===== src/rtl/scan_sel_sequencer_pkg.sv =====
// Shared constants and state encoding for the scan select sequencer.
// NUM_CH is fixed at 8 so sel maps directly onto a 3-to-8 decoder input.
package scan_seq_pkg;

  localparam int NUM_CH = 8;
  localparam int SEL_W  = 3;

  typedef enum logic {
    IDLE   = 1'b0,
    ACTIVE = 1'b1
  } state_e;

endpackage


===== src/rtl/scan_sel_sequencer_next_ch_finder.sv =====
// Combinational wrap-around priority search over the channel mask.
// Given the current index, finds the next enabled channel in the scan
// direction, flags whether that step wrapped, and reports the first channel
// a fresh sweep would start from. With an empty mask the outputs are
// don't-care; the sequencer never enters a sweep with an empty mask.
module next_ch_finder
  import scan_seq_pkg::*;
(
  input  logic [NUM_CH-1:0] mask,
  input  logic [SEL_W-1:0]  cur_idx,
  input  logic              dir,
  output logic [SEL_W-1:0]  next_idx,
  output logic              wrap,
  output logic [SEL_W-1:0]  first_idx
);

  logic             found_next;
  logic             found_first;
  logic [SEL_W-1:0] step;
  logic [SEL_W-1:0] cand;
  logic [SEL_W-1:0] first_cand;

  // Search up to NUM_CH steps away (the last step lands back on cur_idx, which
  // covers the single-enabled-channel case) and pick the first enabled hit.
  always_comb begin
    next_idx    = cur_idx;
    found_next  = 1'b0;
    first_idx   = '0;
    found_first = 1'b0;
    step        = '0;
    cand        = '0;
    first_cand  = '0;
    for (int i = 1; i <= NUM_CH; i++) begin
      step = SEL_W'(i);
      cand = dir ? (cur_idx - step) : (cur_idx + step);
      if (!found_next && mask[cand]) begin
        next_idx   = cand;
        found_next = 1'b1;
      end
    end
    wrap = dir ? (next_idx >= cur_idx) : (next_idx <= cur_idx);
    for (int j = 0; j < NUM_CH; j++) begin
      first_cand = dir ? SEL_W'(NUM_CH - 1 - j) : SEL_W'(j);
      if (!found_first && mask[first_cand]) begin
        first_idx   = first_cand;
        found_first = 1'b1;
      end
    end
  end

endmodule


===== src/rtl/scan_sel_sequencer.sv =====
// Scan select sequencer: steps a 3-bit decoder select through the enabled
// channels of a latched mask, holding each for max(dwell,1) cycles, in
// single-shot or continuous mode. All outputs are registered.
// Optional macro SCAN_DIR_EN adds a 'dir' input (latched at start) that
// selects a descending scan when 1; without it the scan is ascending only.
module scan_sel_sequencer
  import scan_seq_pkg::*;
#(
  parameter int DWELL_W = 8
) (
  input  logic               clk,
  input  logic               rst,
  input  logic               start,
  input  logic               stop,
  input  logic               mode_cont,
  input  logic [NUM_CH-1:0]  ch_mask,
  input  logic [DWELL_W-1:0] dwell,
`ifdef SCAN_DIR_EN
  input  logic               dir,
`endif
  output logic [SEL_W-1:0]   sel,
  output logic               sel_valid,
  output logic               busy,
  output logic               sweep_done,
  output logic               err_no_ch
);

  state_e             state_q, state_d;
  logic [SEL_W-1:0]   sel_q, sel_d;
  logic               sel_valid_q, sel_valid_d;
  logic               busy_q, busy_d;
  logic               sweep_done_q, sweep_done_d;
  logic               err_no_ch_q, err_no_ch_d;
  logic [DWELL_W-1:0] cnt_q, cnt_d;
  logic [DWELL_W-1:0] dwell_q, dwell_d;
  logic [NUM_CH-1:0]  mask_q, mask_d;
  logic               mode_q, mode_d;
  logic               dir_q, dir_d;

  logic               dir_in;
  logic [DWELL_W-1:0] dwell_eff;
  logic [NUM_CH-1:0]  find_mask;
  logic               find_dir;
  logic [SEL_W-1:0]   next_idx;
  logic               wrap;
  logic [SEL_W-1:0]   first_idx;

`ifdef SCAN_DIR_EN
  assign dir_in = dir;
`else
  assign dir_in = 1'b0;
`endif

  // A zero dwell behaves as a one-cycle hold, so the counter never underflows.
  assign dwell_eff = (dwell == '0) ? DWELL_W'(1) : dwell;

  // In IDLE the finder looks at the live inputs to pick the first channel;
  // during a sweep it only ever sees the values latched at start.
  assign find_mask = (state_q == IDLE) ? ch_mask : mask_q;
  assign find_dir  = (state_q == IDLE) ? dir_in  : dir_q;

  next_ch_finder u_finder (
    .mask      (find_mask),
    .cur_idx   (sel_q),
    .dir       (find_dir),
    .next_idx  (next_idx),
    .wrap      (wrap),
    .first_idx (first_idx)
  );

  // Next-state and registered-output logic; stop outranks a hold expiry.
  always_comb begin
    state_d      = state_q;
    sel_d        = sel_q;
    sel_valid_d  = sel_valid_q;
    busy_d       = busy_q;
    sweep_done_d = 1'b0;
    err_no_ch_d  = 1'b0;
    cnt_d        = cnt_q;
    dwell_d      = dwell_q;
    mask_d       = mask_q;
    mode_d       = mode_q;
    dir_d        = dir_q;
    case (state_q)
      IDLE: begin
        sel_d       = '0;
        sel_valid_d = 1'b0;
        busy_d      = 1'b0;
        if (start) begin
          if (ch_mask != '0) begin
            state_d     = ACTIVE;
            mask_d      = ch_mask;
            dwell_d     = dwell_eff;
            mode_d      = mode_cont;
            dir_d       = dir_in;
            sel_d       = first_idx;
            cnt_d       = dwell_eff;
            sel_valid_d = 1'b1;
            busy_d      = 1'b1;
          end else begin
            err_no_ch_d = 1'b1;
          end
        end
      end
      ACTIVE: begin
        if (stop) begin
          state_d     = IDLE;
          sel_d       = '0;
          sel_valid_d = 1'b0;
          busy_d      = 1'b0;
        end else if (cnt_q <= DWELL_W'(1)) begin
          cnt_d = dwell_q;
          if (wrap) begin
            sweep_done_d = 1'b1;
            if (mode_q) begin
              sel_d = next_idx;
            end else begin
              state_d     = IDLE;
              sel_d       = '0;
              sel_valid_d = 1'b0;
              busy_d      = 1'b0;
            end
          end else begin
            sel_d = next_idx;
          end
        end else begin
          cnt_d = cnt_q - DWELL_W'(1);
        end
      end
      default: begin
        state_d     = IDLE;
        sel_d       = '0;
        sel_valid_d = 1'b0;
        busy_d      = 1'b0;
      end
    endcase
  end

  // State, outputs and latched configuration, cleared by synchronous reset.
  always_ff @(posedge clk) begin
    if (rst) begin
      state_q      <= IDLE;
      sel_q        <= '0;
      sel_valid_q  <= 1'b0;
      busy_q       <= 1'b0;
      sweep_done_q <= 1'b0;
      err_no_ch_q  <= 1'b0;
      cnt_q        <= '0;
      dwell_q      <= '0;
      mask_q       <= '0;
      mode_q       <= 1'b0;
      dir_q        <= 1'b0;
    end else begin
      state_q      <= state_d;
      sel_q        <= sel_d;
      sel_valid_q  <= sel_valid_d;
      busy_q       <= busy_d;
      sweep_done_q <= sweep_done_d;
      err_no_ch_q  <= err_no_ch_d;
      cnt_q        <= cnt_d;
      dwell_q      <= dwell_d;
      mask_q       <= mask_d;
      mode_q       <= mode_d;
      dir_q        <= dir_d;
    end
  end

  assign sel        = sel_q;
  assign sel_valid  = sel_valid_q;
  assign busy       = busy_q;
  assign sweep_done = sweep_done_q;
  assign err_no_ch  = err_no_ch_q;

endmodule


===== config.mk =====
export PLATFORM = sky130hd
export DESIGN_NAME = scan_sel_sequencer
export DESIGN_NICKNAME = d
export VERILOG_FILES = /design/src/rtl/scan_sel_sequencer_pkg.sv /design/src/rtl/scan_sel_sequencer_next_ch_finder.sv /design/src/rtl/scan_sel_sequencer.sv
export SDC_FILE = /design/constraint.sdc
export NUM_CORES = 1
export LEC_CHECK = 0
export ABC_AREA = 1
export BUFFER_PORTS_ARGS = -buffer_cell sky130_fd_sc_hd__buf_2
export CAP_MARGIN = 25
export CELL_PAD_IN_SITES_DETAIL_PLACEMENT = 1
export CELL_PAD_IN_SITES_GLOBAL_PLACEMENT = 2
export CORE_MARGIN = 3
export CORE_UTILIZATION = 29
export CTS_CLUSTER_DIAMETER = 200
export DETAILED_ROUTE_END_ITERATION = 12
export PLACE_DENSITY = 0.79
export SYNTH_ARGS = -nofsm -noshare
export SYNTH_HDL_FRONTEND = slang
export SYNTH_SLANG_ARGS = --single-unit

===== constraint.sdc =====
create_clock -name clk -period 3.1 [get_ports clk]
set_input_delay 0.93 -clock clk [delete_from_list [all_inputs] [get_ports clk]]
set_output_delay 0.93 -clock clk [all_outputs]
set_load 0.01 [all_outputs]

* Yosys cells after proc, flatten, opt, wreduce, memory -nomap -nowiden
Index checks and enable logic that the tools add are counted.
Operators by class: bitwise logic cells 3, eq/ne operators 6, reductions and logical operators 35, multiplexer cells 73, $add $sub $neg 8, order comparisons 10
Operators with widths (count):
- two-way mux 3 bit | 18
- two-way mux 8 bit | 6
- two-way mux 1 bit | 35
- < comparator 3 x 4 -> 1 bit (second input constant) | 8
- binary-select mux 1 bit (select 3 bit) | 8
- one-hot mux 8 bit (2 select lines) | 1
- logical AND 1 bit | 14
- logical NOT 1 bit | 14
- adder 3 bit (second input constant) | 4
- AND reduction 3 bit | 3
- <= comparator 8 x 1 -> 1 bit (second input constant) | 1
- logical NOT 8 bit | 1
- nonzero test 8 bit | 1
- subtractor 8 x 1 -> 8 bit (second input constant) | 1
- adder 3 x 2 -> 3 bit (second input constant) | 2
- != test 3 x 2 -> 1 bit (second input constant) | 2
- one-hot mux 3 bit (2 select lines) | 1
- two-way mux 2 bit | 2
- != test 2 bit (second input constant) | 2
- one-hot mux 1 bit (2 select lines) | 2
- OR reduction 4 bit | 1
- adder 3 x 1 -> 3 bit (second input constant) | 1
- <= comparator 3 bit | 1
- != test 3 bit (second input constant) | 1
- other kinds (3) | 5
Storage, ports and cells: output and inout port bits 7, input port bits 21, word-level logic and storage cells 144, bits in registers 32

* Logic depth before layout (Yosys ltp)
Gate-level depths: netlist (run 1).
depth in word-level cells 30, depth in mapped cells 26, depth with buffers taken out 25

* Cells and area by module
A second synthesis (run 1) with hierarchy kept.
Unflattened totals: cell total of the unflattened synthesis 486, area total of the unflattened synthesis 2915.3 µm²
Modules (own cells, without submodules):
- scan_sel_sequencer | area each 1780.5 µm², times used 1, sequential area each 640.6 µm², cells each 275
- next_ch_finder | area each 1134.8 µm², times used 1, sequential area each 0.0 µm², cells each 211

* Worst setup path before layout (run 1)
No wires, ideal clock.
path type register to register, start point register sel_q[0] (netlist: sel[0]), end point register sel_q[2] (netlist: sel[2]), path slack -0.184 ns, arrival time 3.165 ns, period minus slack after synthesis 3.284 ns, path buffers 1, library setup time 0.119 ns, stages on the path, launching flop included 25, required time 2.981 ns, cells stage by stage dfxtp_1 -> inv_2 -> buf_2 -> ha_1 -> inv_1 -> nand3_1 -> nand2_1 -> nand2_2 -> nand2_4 -> inv_4 -> nand4_4 -> nor2_2 -> nand3_2 -> clkinv_1 -> nand2_1 -> a21boi_0 -> ha_1 -> nand2_1 -> nor2_1 -> a211oi_1 -> a31oi_1 -> o21ai_0 -> inv_1 -> nand3_1 -> a21oi_1
On the way: cells in the longest elaborated chain, start to end 30, elaborated cells on any way between the ends 58, classes of those cells add/sub (7); order compare (1); mux (36); reduce/logical (14)
RTL lines:
- from (decl) | line scan_sel_sequencer.sv:29 | logic [SEL_W-1:0] sel_q, sel_d;
- from (signal assigned) | line scan_sel_sequencer.sv:155 | sel_q <= sel_d;
- adder 3 x 1 -> 3 bit | line scan_sel_sequencer_next_ch_finder.sv:35 | cand = dir ? (cur_idx - step) : (cur_idx + step);
- binary-select mux 1 bit (select 3 bit) | line scan_sel_sequencer_next_ch_finder.sv:36 | if (!found_next && mask[cand]) begin
- two-way mux 1 bit (implied by the code) | line scan_sel_sequencer_next_ch_finder.sv:36
- two-way mux 1 bit | line scan_sel_sequencer_next_ch_finder.sv:36
- logical NOT 1 bit | line scan_sel_sequencer_next_ch_finder.sv:36
- logical AND 1 bit | line scan_sel_sequencer_next_ch_finder.sv:36
- two-way mux 1 bit | line scan_sel_sequencer_next_ch_finder.sv:36
- logical NOT 1 bit | line scan_sel_sequencer_next_ch_finder.sv:36
- [... 14 more ...]
- logical NOT 1 bit | line scan_sel_sequencer_next_ch_finder.sv:36
- logical AND 1 bit | line scan_sel_sequencer_next_ch_finder.sv:36
- two-way mux 3 bit | line scan_sel_sequencer_next_ch_finder.sv:36
- <= comparator 3 bit / two-way mux 3 bit (equally long branches) | line scan_sel_sequencer_next_ch_finder.sv:41, scan_sel_sequencer.sv:115
- two-way mux 3 bit * | line scan_sel_sequencer.sv:113 | if (wrap) begin
- two-way mux 3 bit * | line scan_sel_sequencer.sv:111 | end else if (cnt_q <= DWELL_W'(1)) begin
- two-way mux 3 bit * | line scan_sel_sequencer.sv:106 | if (stop) begin
- one-hot mux 3 bit (2 select lines) * | line scan_sel_sequencer.sv:84 | case (state_q)
Mark *: on every way between the ends. The rest lies on a longest branch, timed or not. The select of a mux whose other input is x is not followed. A chain may end at the register's enable or synchronous reset.

* Worst setup path after layout (run 1)
start point input port ch_mask[1], end point register busy_q (netlist: busy)
On the way: cells in the longest elaborated chain, start to end 28, elaborated cells on any way between the ends 53, classes of those cells order compare (1); eq/ne (1); mux (35); reduce/logical (16)
RTL lines:
- from (decl) | line scan_sel_sequencer.sv:16 | input logic [NUM_CH-1:0] ch_mask,
- two-way mux 8 bit | line scan_sel_sequencer.sv:59 | assign find_mask = (state_q == IDLE) ? ch_mask : mask_q;
- binary-select mux 1 bit (select 3 bit) | line scan_sel_sequencer_next_ch_finder.sv:36
- two-way mux 1 bit (implied by the code) | line scan_sel_sequencer_next_ch_finder.sv:36
- two-way mux 1 bit | line scan_sel_sequencer_next_ch_finder.sv:36
- logical NOT 1 bit | line scan_sel_sequencer_next_ch_finder.sv:36
- logical AND 1 bit | line scan_sel_sequencer_next_ch_finder.sv:36
- two-way mux 1 bit | line scan_sel_sequencer_next_ch_finder.sv:36
- logical NOT 1 bit | line scan_sel_sequencer_next_ch_finder.sv:36
- [... 12 more ...]
- logical AND 1 bit | line scan_sel_sequencer_next_ch_finder.sv:36
- two-way mux 1 bit | line scan_sel_sequencer_next_ch_finder.sv:36
- logical NOT 1 bit | line scan_sel_sequencer_next_ch_finder.sv:36
- logical AND 1 bit | line scan_sel_sequencer_next_ch_finder.sv:36
- two-way mux 3 bit | line scan_sel_sequencer_next_ch_finder.sv:36
- <= comparator 3 bit | line scan_sel_sequencer_next_ch_finder.sv:41 | wrap = dir ? (next_idx >= cur_idx) : (next_idx <= cur_idx);
- != test 3 x 2 -> 1 bit (no line)
- AND reduction 3 bit (no line)
- to (signal assigned) | line scan_sel_sequencer.sv:157 | busy_q <= busy_d;
- to (decl) | line scan_sel_sequencer.sv:31 | logic busy_q, busy_d;
Parallel ways exist; a longest one is shown, timed or not. The select of a mux whose other input is x is not followed.

==> impl_metrics.yaml, run 1 <==
clock_tree:
  cts_sinks: 32
  cts_buffer_depth: 2
  clk_latency_ps: 280
  clkSlewWorstSetupHoldPaths_ps: 60
  cts-root-buf: "clkbuf_8"
  htreeDepth: 2
  cts_buffers: 5
  cts_hold_buf: 0
  cts_tree: "yes"
yosys:
  synth_cell_types: 40
  yosysSeqAreaShare_pct: 25.7
  syn_area_um2: 2490
  synth_async_sr_flop_share_pct: 0
  yosys_warnings: 0
  syn_area_per_cell_um2: 6.39
  ys.flop_type: "dfxtp_1"
  syn-num-nets: 418
  synthCells: 390
  synth_edf_count: 0
  ys_ff_latch: 32
routing:
  top_layer: "met4"
  drtIter0Drc: 59
  drtPass1Iterations: 4
  antenna_left: 0
  drc: 0
  wire_per_inst_um: 15.0
  routed_wl_um: 8580
  vias_per_cell: 5.04
  wl_met2_um: 4290
  m1WireLength_um: 4080
  route.vias.total: 2880
  wl_met3_um: 136
power:
  ir_drop_mv: 0.677
  p_total_mw: 4.94
  p_leak_nw: 1.67
  cellPowerDensity_nw_per_um2: 1350
floorplan:
  core_area_um2: 8300
  design.die.area_um2: 9750
  start_util_pct: 30.0
  rows: 33
  die_w_um: 98.7
  io-pin-count: 28
  die_h_um: 98.7
timing:
  slew_viol_final: 0
  fin_skew_ps: 10.9
  worst_slew_pin_slew_ps: 697
  hold_violations: 0
  final-setup-viol-count: 4
  final.setup.worst_slack_ps: -96.2
  fin_setup_tns_ps: -234
  max_freq_mhz: 313
  post-route-period-util_pct: 103
  timing.final.crit_period_ps: 3200
  relSlewSlack_pct: 53.5
  rsz0062_at_grt: "true"
worst_setup_path:
  cp_num_cells: 22
  slowest_stage: "ha_4"
  end_kind: "register"
  r2r_start: "sel[0]$_SDFFE_PP0P_"
  path_delay_family: "simple AND/OR/NAND/NOR gates"
  critPathRequiredTime_ps: 3320
  critical_path_arrival_ps: 3420
  reg2reg_depth: 22
  regToRegSetupSlack_ps: -90
  critical_path_class: "in2reg"
  critPathLaunchType: "primary input"
  crit_fanout: 4
  crit_buf_inv: 3
  cpPeakStageDelay_ps: 290
  r2r-end: "busy$_SDFFE_PP0P_"
  crit_chain: "buf_6, nand2_2, nand3_2, nand3_4, nand2_4, nand2_4, nand2_4, inv_4, nand4_4, nor2_4, nand3_4, inv_4, nand2_2, a21boi_4, ha_4, nand2_2, nor2_2, a211oi_2, a31oi_2, o21ai_2, a21oi_2, o21a_1"
final_layout:
  finalInstanceArea_um2: 3660
  final_cell_mix: "63 x nand2_1, 55 x buf_4, 47 x nor2_1"
  diodes: 0
  syn2layout_area_growth_pct: 46.6
  final_nets: 493
  fill_cells: 1052
  seqCellArea_um2: 646
  final_common_cell: "nand2_1"
  drive_gt1_share_pct: 39.9
  fin_util_pct: 44.1
  multi_input_area_um2: 1990
hold_path:
  worstHoldPathType: "reg2reg"
  hold_path_depth: 2
  min_to: "mask_q[3]$_SDFFE_PP0P_"
  holdCritStartpoint: "mask_q[3]$_SDFFE_PP0P_"
run_status:
  violations: "setup timing"
  status: "finished with violations"
placement:
  hpwl_um: 6500
  io_buffers: 27
  dpl-instance-area_um2: 3040
  dp_slack_ps: -531
  gp_congestion: 0.856
global_route:
  grt_use_total_pct: 17.3
  first_global_vias: 2894
  antenna_found_initial: 0
  grt_pass1_wl_um: 14000
  grt_overflow_total: 0
  grt_max_degree: 25
job:
  max-cap-violations: 0
metrics by stage:
stage / hold WS [ps] / std cells
floorplan: 446 / 390
global placement: 457 / 549
detailed placement: 457 / 549
CTS: 468 / 561
global route: 507 / 571
finish: 470 / 571
routing by layer:
layer,up-vias,track usage (%)
met5,-,0
li1,1453,-
met2,33,29.8
met1,1388,23.3
met4,0,3.15
met3,6,2.41
tightest hold or removal path, delay by kind of cell, from the launching register on:
family | cells | cell delay [ps]
DFF | 1 | 310
and+or+nand+nor | 1 | 60
AOI/OAI and AO/OA | 1 | 60
timing repair:
action / 4_1_cts / 5_1_grt
pin swaps: 4 / 14
endpoints found under the setup margin: 6 / 6
hold endpoints to repair: 0 / 0
resized for setup: 34 / 50
buffers inserted: 4 / 10
synth_stat cells, types with 4 or more instances:
library cell / count / area (um^2)
a31oi_1: 5 / 31.3
dfxtp_1: 32 / 641
ha_1: 7 / 87.6
nand2_2: 12 / 75.1
nor4_1: 7 / 43.8
nand2_1: 76 / 285
inv_1: 36 / 135
nor2_1: 48 / 180
and2_1: 4 / 25.0
clkbuf_1: 6 / 22.5
o21ai_0: 37 / 185
inv_2: 4 / 15.0
nand3_1: 39 / 195
nand3_2: 11 / 110
a21oi_1: 23 / 115
report_power, final:
group	internal, mW	switching [mW]	total, mW
clock	0.238	0.164	0.402
combinational	1.76	2.20	3.96
sequential	0.506	0.0741	0.581
total	2.51	2.44	4.94
worst max-delay path by stage:
stage | startpoint | endpoint | slack [ps]
after floorplan | ch_mask[0] | sel[0]$_SDFFE_PP0P_ | 6
after global placement | ch_mask[0] | busy$_SDFFE_PP0P_ | -430
after detailed placement | ch_mask[0] | sel[0]$_SDFFE_PP0P_ | -530
after CTS | ch_mask[6] | sel[0]$_SDFFE_PP0P_ | -160
after global routing | sel[1]$_SDFFE_PP0P_ | busy$_SDFFE_PP0P_ | -250
final | ch_mask[1] | busy$_SDFFE_PP0P_ | -100
cell families (layout without fill, tap and decap cells):
logic type / Yosys count / in the layout / share of synthesized area, %
adders and majority gates: 7 / 7 / 3.51
buffers and inverters: 56 / 132 / 9.43
xor gates and xnor gates: 5 / 5 / 1.76
DFF: 32 / 32 / 25.7
AOI/OAI and AO/OA: 80 / 80 / 17.9
and+or+nand+nor: 210 / 210 / 41.7
cell type report:
type / instances / area share, %
multi-input cells: 302 / 54.4
flip-flops and latches: 32 / 17.7
repair buffers: 82 / 16.6
inverters: 42 / 4.69
well taps: 105 / 3.59
clock buffers: 5 / 1.88
clock inverters: 3 / 1.16
flip-flops by register name (all words and copies together), names as in the netlist:
signal,cells
cnt_q,8
sweep_done,1
sel,3
state_q,1
mask_q,8
mode_q,1
err_no_ch,1
dwell_q,8
busy,1
No activity file was read; power rests on OpenSTA's default activity.
==> run 2, diff against run 1 <==
==> constraint.sdc (replaced) <==
create_clock -name clk -period 3.1 [get_ports clk]
set_input_delay 0.155 -clock clk [delete_from_list [all_inputs] [get_ports clk]]
set_output_delay 0.155 -clock clk [all_outputs]
set_load 0.01 [all_outputs]
==> impl_metrics.yaml, run 2 (synthesis gave the netlist of run 1 again) <==
floorplan:
  core_area_um2: 8300
  design.die.area_um2: 9750
  die_w_um: 98.7
  io-pin-count: 28
  rows: 33
  start_util_pct: 30.0
  die_h_um: 98.7
placement:
  io_buffers: 27
  gp_congestion: 0.862
  hpwl_um: 6390
routing:
  antenna_left: 0
  drtIter0Drc: 61
  drc: 0
  routed_wl_um: 8450
  drtPass1Iterations: 4
  wire_per_inst_um: 15.5
  route.vias.total: 2782
  vias_per_cell: 5.10
global_route:
  grt_use_total_pct: 17.6
  grt_pass1_wl_um: 14000
  antenna_found_initial: 0
  grt.busiest_layer: "met2"
  use_met1_pct: 23.5
  grt_max_degree: 25
  gr-usage-met3_pct: 3.04
  first_global_vias: 2930
  grt_overflow_total: 0
  grt_use_met2_pct: 29.6
worst_setup_path:
  critical_path_arrival_ps: 3230
  end_kind: "register"
  reg2reg_depth: 22
  path_delay_family: "compound AO/OA/AOI/OAI gates"
  slowest_stage: "dfxtp_4"
  cp_num_cells: 22
  critPathRequiredTime_ps: 3340
  cp_common_cell: "nand2_4"
  crit_chain: "inv_4, ha_4, buf_8, nand3_4, nand2_4, nand2_4, nand2_4, inv_4, nand4_4, nor2_4, nand3_4, clkinv_4, nand2_2, a21boi_2, ha_4, nand2_2, nor2_2, a211oi_2, a31oi_2, o21ai_2, a21oi_2, o21a_1"
  cpPeakStageDelay_ps: 380
  crit_fanout: 4
  critical_path_class: "reg2reg"
  crit_buf_inv: 4
  critPathLaunchType: "register"
job:
  max-cap-violations: 0
timing:
  rsz0062_at_grt: "true"
  worst_slew_pin_slew_ps: 662
  fin_setup_tns_ps: 0
  final-setup-viol-count: 0
  slew_viol_final: 0
  relSlewSlack_pct: 55.8
  max_freq_mhz: 334
  timing.final.crit_period_ps: 2990
  fin_skew_ps: 3.32
  post-route-period-util_pct: 96.5
  hold_ws_ps: 114
  hold_violations: 0
clock_tree:
  cts_sinks: 32
  cts_buffers: 5
  htreeDepth: 2
  cts_tree: "yes"
  cts_buffer_depth: 2
  clkSlewWorstSetupHoldPaths_ps: 70
  cts-root-buf: "clkbuf_8"
  clk_latency_ps: 290
final_layout:
  final_cell_mix: "58 x nand2_1, 47 x nor2_1, 35 x o21ai_0"
  diodes: 0
  top_regs: "cnt_q: 8 flops, dwell_q: 8 flops, mask_q: 8 flops"
  multi_input_area_um2: 1960
  fill_cells: 1047
  seqCellArea_um2: 648
  syn2layout_area_growth_pct: 36.2
  final_nets: 467
  final_common_cell: "nand2_1"
  drive_gt1_share_pct: 37.7
power:
  p_leak_nw: 1.53
  ir_drop_mv: 0.464
  cellPowerDensity_nw_per_um2: 1340
  p_total_mw: 4.56
hold_path:
  worstHoldPathType: "in2reg"
  hold_path_depth: 3
run_status:
  status: "finished clean"
[run 2: layer usage]
layer,vias to the layer above,wire length [um]
met3,8,203
met2,30,4080
met1,1346,4080
li1,1398,-
met4,0,81
met5,-,0
[run 2: final timing paths]
| path | startpoint | end | slack, ps |
|---|---|---|---|
| min | mode_cont | mode_q$_SDFFE_PP0P_ | 110 |
| min reg2reg | dwell_q[2]$_SDFFE_PP0P_ | dwell_q[2]$_SDFFE_PP0P_ | 490 |
| max | sel[0]$_SDFFE_PP0P_ | busy$_SDFFE_PP0P_ | 110 |
| max reg2reg | sel[0]$_SDFFE_PP0P_ | busy$_SDFFE_PP0P_ | 110 |
[run 2: stage by stage]
step                instances  area [um^2]  util (%)  worst slack, ps
CTS                       542         3160      38.1            -10.5
global route              545         3400      40.9            -65.2
detailed placement        526         2840      34.2             -110
finish                    545         3400      40.9              108
floorplan                 390         2510         -             42.5
global placement          526         2840      34.2             6.44
[run 2: cell type report]
| cell class | instances | area share (%) |
|---|---|---|
| clock buffers | 7 | 2.54 |
| clock inverters | 1 | 0.221 |
| inverters | 42 | 5.08 |
| multi-input cells | 302 | 57.7 |
| flip-flops and latches | 32 | 19.1 |
| well taps | 105 | 3.87 |
| repair buffers | 56 | 11.5 |
[run 2: repair_timing]
action	CTS	global route
pin swaps	19	26
buffers inserted	8	3
gates cloned	0	0
endpoints found under the setup margin	5	6
gates resized for setup	45	46
hold endpoints to repair	0	0
hold buffers	0	0
[run 2: power breakdown]
group / switching (mW) / leakage (nW) / internal (mW)
clock network: 0.174 / 0.0445 / 0.181
registers: 0.0827 / 0.266 / 0.509
logic: 2.13 / 1.21 / 1.48
total: 2.39 / 1.53 / 2.17
[run 2: worst min-delay path: stages]
cell and delay (ps):
buf_2 70, o21ai_0 70, nor2_1 80
==> run 3, diff against run 2 <==
--- a/config.mk
+++ b/config.mk
@@ -9,9 +9,9 @@
 export BUFFER_PORTS_ARGS = -buffer_cell sky130_fd_sc_hd__buf_2
 export CAP_MARGIN = 25
 export CELL_PAD_IN_SITES_DETAIL_PLACEMENT = 1
-export CELL_PAD_IN_SITES_GLOBAL_PLACEMENT = 2
+export CELL_PAD_IN_SITES_GLOBAL_PLACEMENT = 1
 export CORE_MARGIN = 3
-export CORE_UTILIZATION = 29
+export CORE_UTILIZATION = 37
 export CTS_CLUSTER_DIAMETER = 200
 export DETAILED_ROUTE_END_ITERATION = 12
 export PLACE_DENSITY = 0.79
==> impl_metrics.yaml, run 3 (synthesis gave the netlist of run 1 again) <==
run_status:
  status: "finished with violations"
  violations: "setup timing"
clock_tree:
  clkSlewWorstSetupHoldPaths_ps: 80
  cts-root-buf: "clkbuf_8"
  cts_hold_buf: 0
  cts_tree: "yes"
  cts_sinks: 32
  cts_buffers: 5
  cts_buffer_depth: 2
  clk_latency_ps: 300
  htreeDepth: 2
final_layout:
  top_regs: "cnt_q: 8 flops, dwell_q: 8 flops, mask_q: 8 flops"
  diodes: 0
  final_common_cell: "nand2_1"
  syn2layout_area_growth_pct: 37.1
  final_nets: 474
  seqCellArea_um2: 649
  final_cell_mix: "56 x nand2_1, 47 x nor2_1, 35 x o21ai_0"
  finalNonFillerCells: 524
  finalInstanceArea_um2: 3420
  fill_cells: 833
  multi_input_area_um2: 1960
  drive_gt1_share_pct: 39.8
timing:
  timing.final.crit_period_ps: 3290
  rsz0062_at_grt: "true"
  hold_violations: 0
  fin_setup_tns_ps: -814
  final.setup.worst_slack_ps: -186
  post-route-period-util_pct: 106
  slew_viol_final: 0
  max_freq_mhz: 304
  final-setup-viol-count: 6
  relSlewSlack_pct: 55.1
  fin_skew_ps: 7.76
  worst_slew_pin_slew_ps: 673
worst_setup_path:
  crit_fanout: 9
  regToRegSetupSlack_ps: -190
  r2r-end: "sel[2]$_SDFFE_PP0P_"
  cp-endpoint: "sel[2]$_SDFFE_PP0P_"
  critical_path_class: "reg2reg"
  critical_path_arrival_ps: 3470
  critPathLaunchType: "register"
  reg2reg_depth: 22
  worstSetupStartpoint: "state_q$_SDFF_PP0_"
  end_kind: "register"
  critPathRequiredTime_ps: 3280
  r2r_start: "state_q$_SDFF_PP0_"
routing:
  vias_per_cell: 5.70
  drtPass1Iterations: 4
  antenna_left: 0
  drtIter0Drc: 124
  drc: 0
  routed_wl_um: 9830
  route.vias.total: 2985
  wire_per_inst_um: 18.8
global_route:
  grt_pass1_wl_um: 13200
  antenna_found_initial: 0
  grt_overflow_total: 0
  grt_max_degree: 25
  grt_use_total_pct: 21.4
  first_global_vias: 2780
floorplan:
  die_w_um: 88.1
  die_h_um: 88.1
  rows: 29
  design.die.area_um2: 7760
  core_area_um2: 6420
  io-pin-count: 28
  start_util_pct: 38.8
hold_path:
  worstHoldPathType: "in2reg"
  holdCritStartpoint: "mode_cont"
placement:
  dpl-instance-area_um2: 2790
  io_buffers: 27
  dp_cells: 495
  dp_slack_ps: -226
  gp_congestion: 0.904
  hpwl_um: 6160
job:
  max-cap-violations: 0
==> run 3: critical path, stage by stage (launching register included) <==
cell and delay (ps):
dfxtp_4 370, buf_12 150, nand2_2 110, nand3_1 150, nand3_2 130, nand2_4 70
nand2_1 90, nand2_2 140, o21ai_2 170, nand2_1 90, nand2_1 80, nand2_1 60
nand3_1 90, nand2_1 120, a21boi_4 170, ha_4 230, buf_6 120, a211oi_2 300
a31oi_2 110, o21ai_2 190, inv_2 80, nand3_2 70, a21oi_2 70
==> run 3: how the worst min path moves through the flow <==
stage	to	slack (ps)	cells after the start
CTS	mode_q$_SDFFE_PP0P_	110	3
finish	mode_q$_SDFFE_PP0P_	100	3
global route	mode_q$_SDFFE_PP0P_	120	3
detailed placement	mode_q$_SDFFE_PP0P_	410	3
global placement	mode_q$_SDFFE_PP0P_	410	3
floorplan	mask_q[3]$_SDFFE_PP0P_	300	2
==> run 3: repair_timing <==
| action | CTS | global route |
|---|---|---|
| pin swaps | 4 | 30 |
| setup endpoints to repair | 6 | 6 |
| setup buffers | 5 | 16 |
| endpoints found under the hold margin | 0 | 0 |
| resized for setup | 17 | 74 |
==> run 3: area by class of cell <==
class / count / area share [%]
clock buffer: 6 / 2.12
clock inverter: 2 / 1.02
inverter: 42 / 4.98
multi-input combinational: 302 / 57.3
sequential: 32 / 19.0
tap: 77 / 2.82
timing repair buffer: 63 / 12.8
==> run 3: per-stage QoR <==
| step | hold slack, ps | util, % |
|---|---|---|
| after floorplan | 300 | - |
| after CTS | 113 | 46.3 |
| final | 98.3 | 53.2 |
| after detailed placement | 412 | 43.4 |
| after global routing | 120 | 53.2 |
| after global placement | 407 | 43.4 |
==> run 3: layer usage <==
| layer | part of all wire [%] | vias up | track usage, % |
|---|---|---|---|
| met1 | 42 | 1463 | 28.7 |
| met2 | 51 | 80 | 35.8 |
| met3 | 3.4 | 28 | 3.57 |
| met4 | 3.6 | 0 | 5.77 |
| li1 | - | 1414 | - |
| met5 | 0 | - | 0 |
Power of run 3 is left out: the tool's default activity adds up to more than one toggle a clock period on the data nets, which glitch-free logic cannot reach.
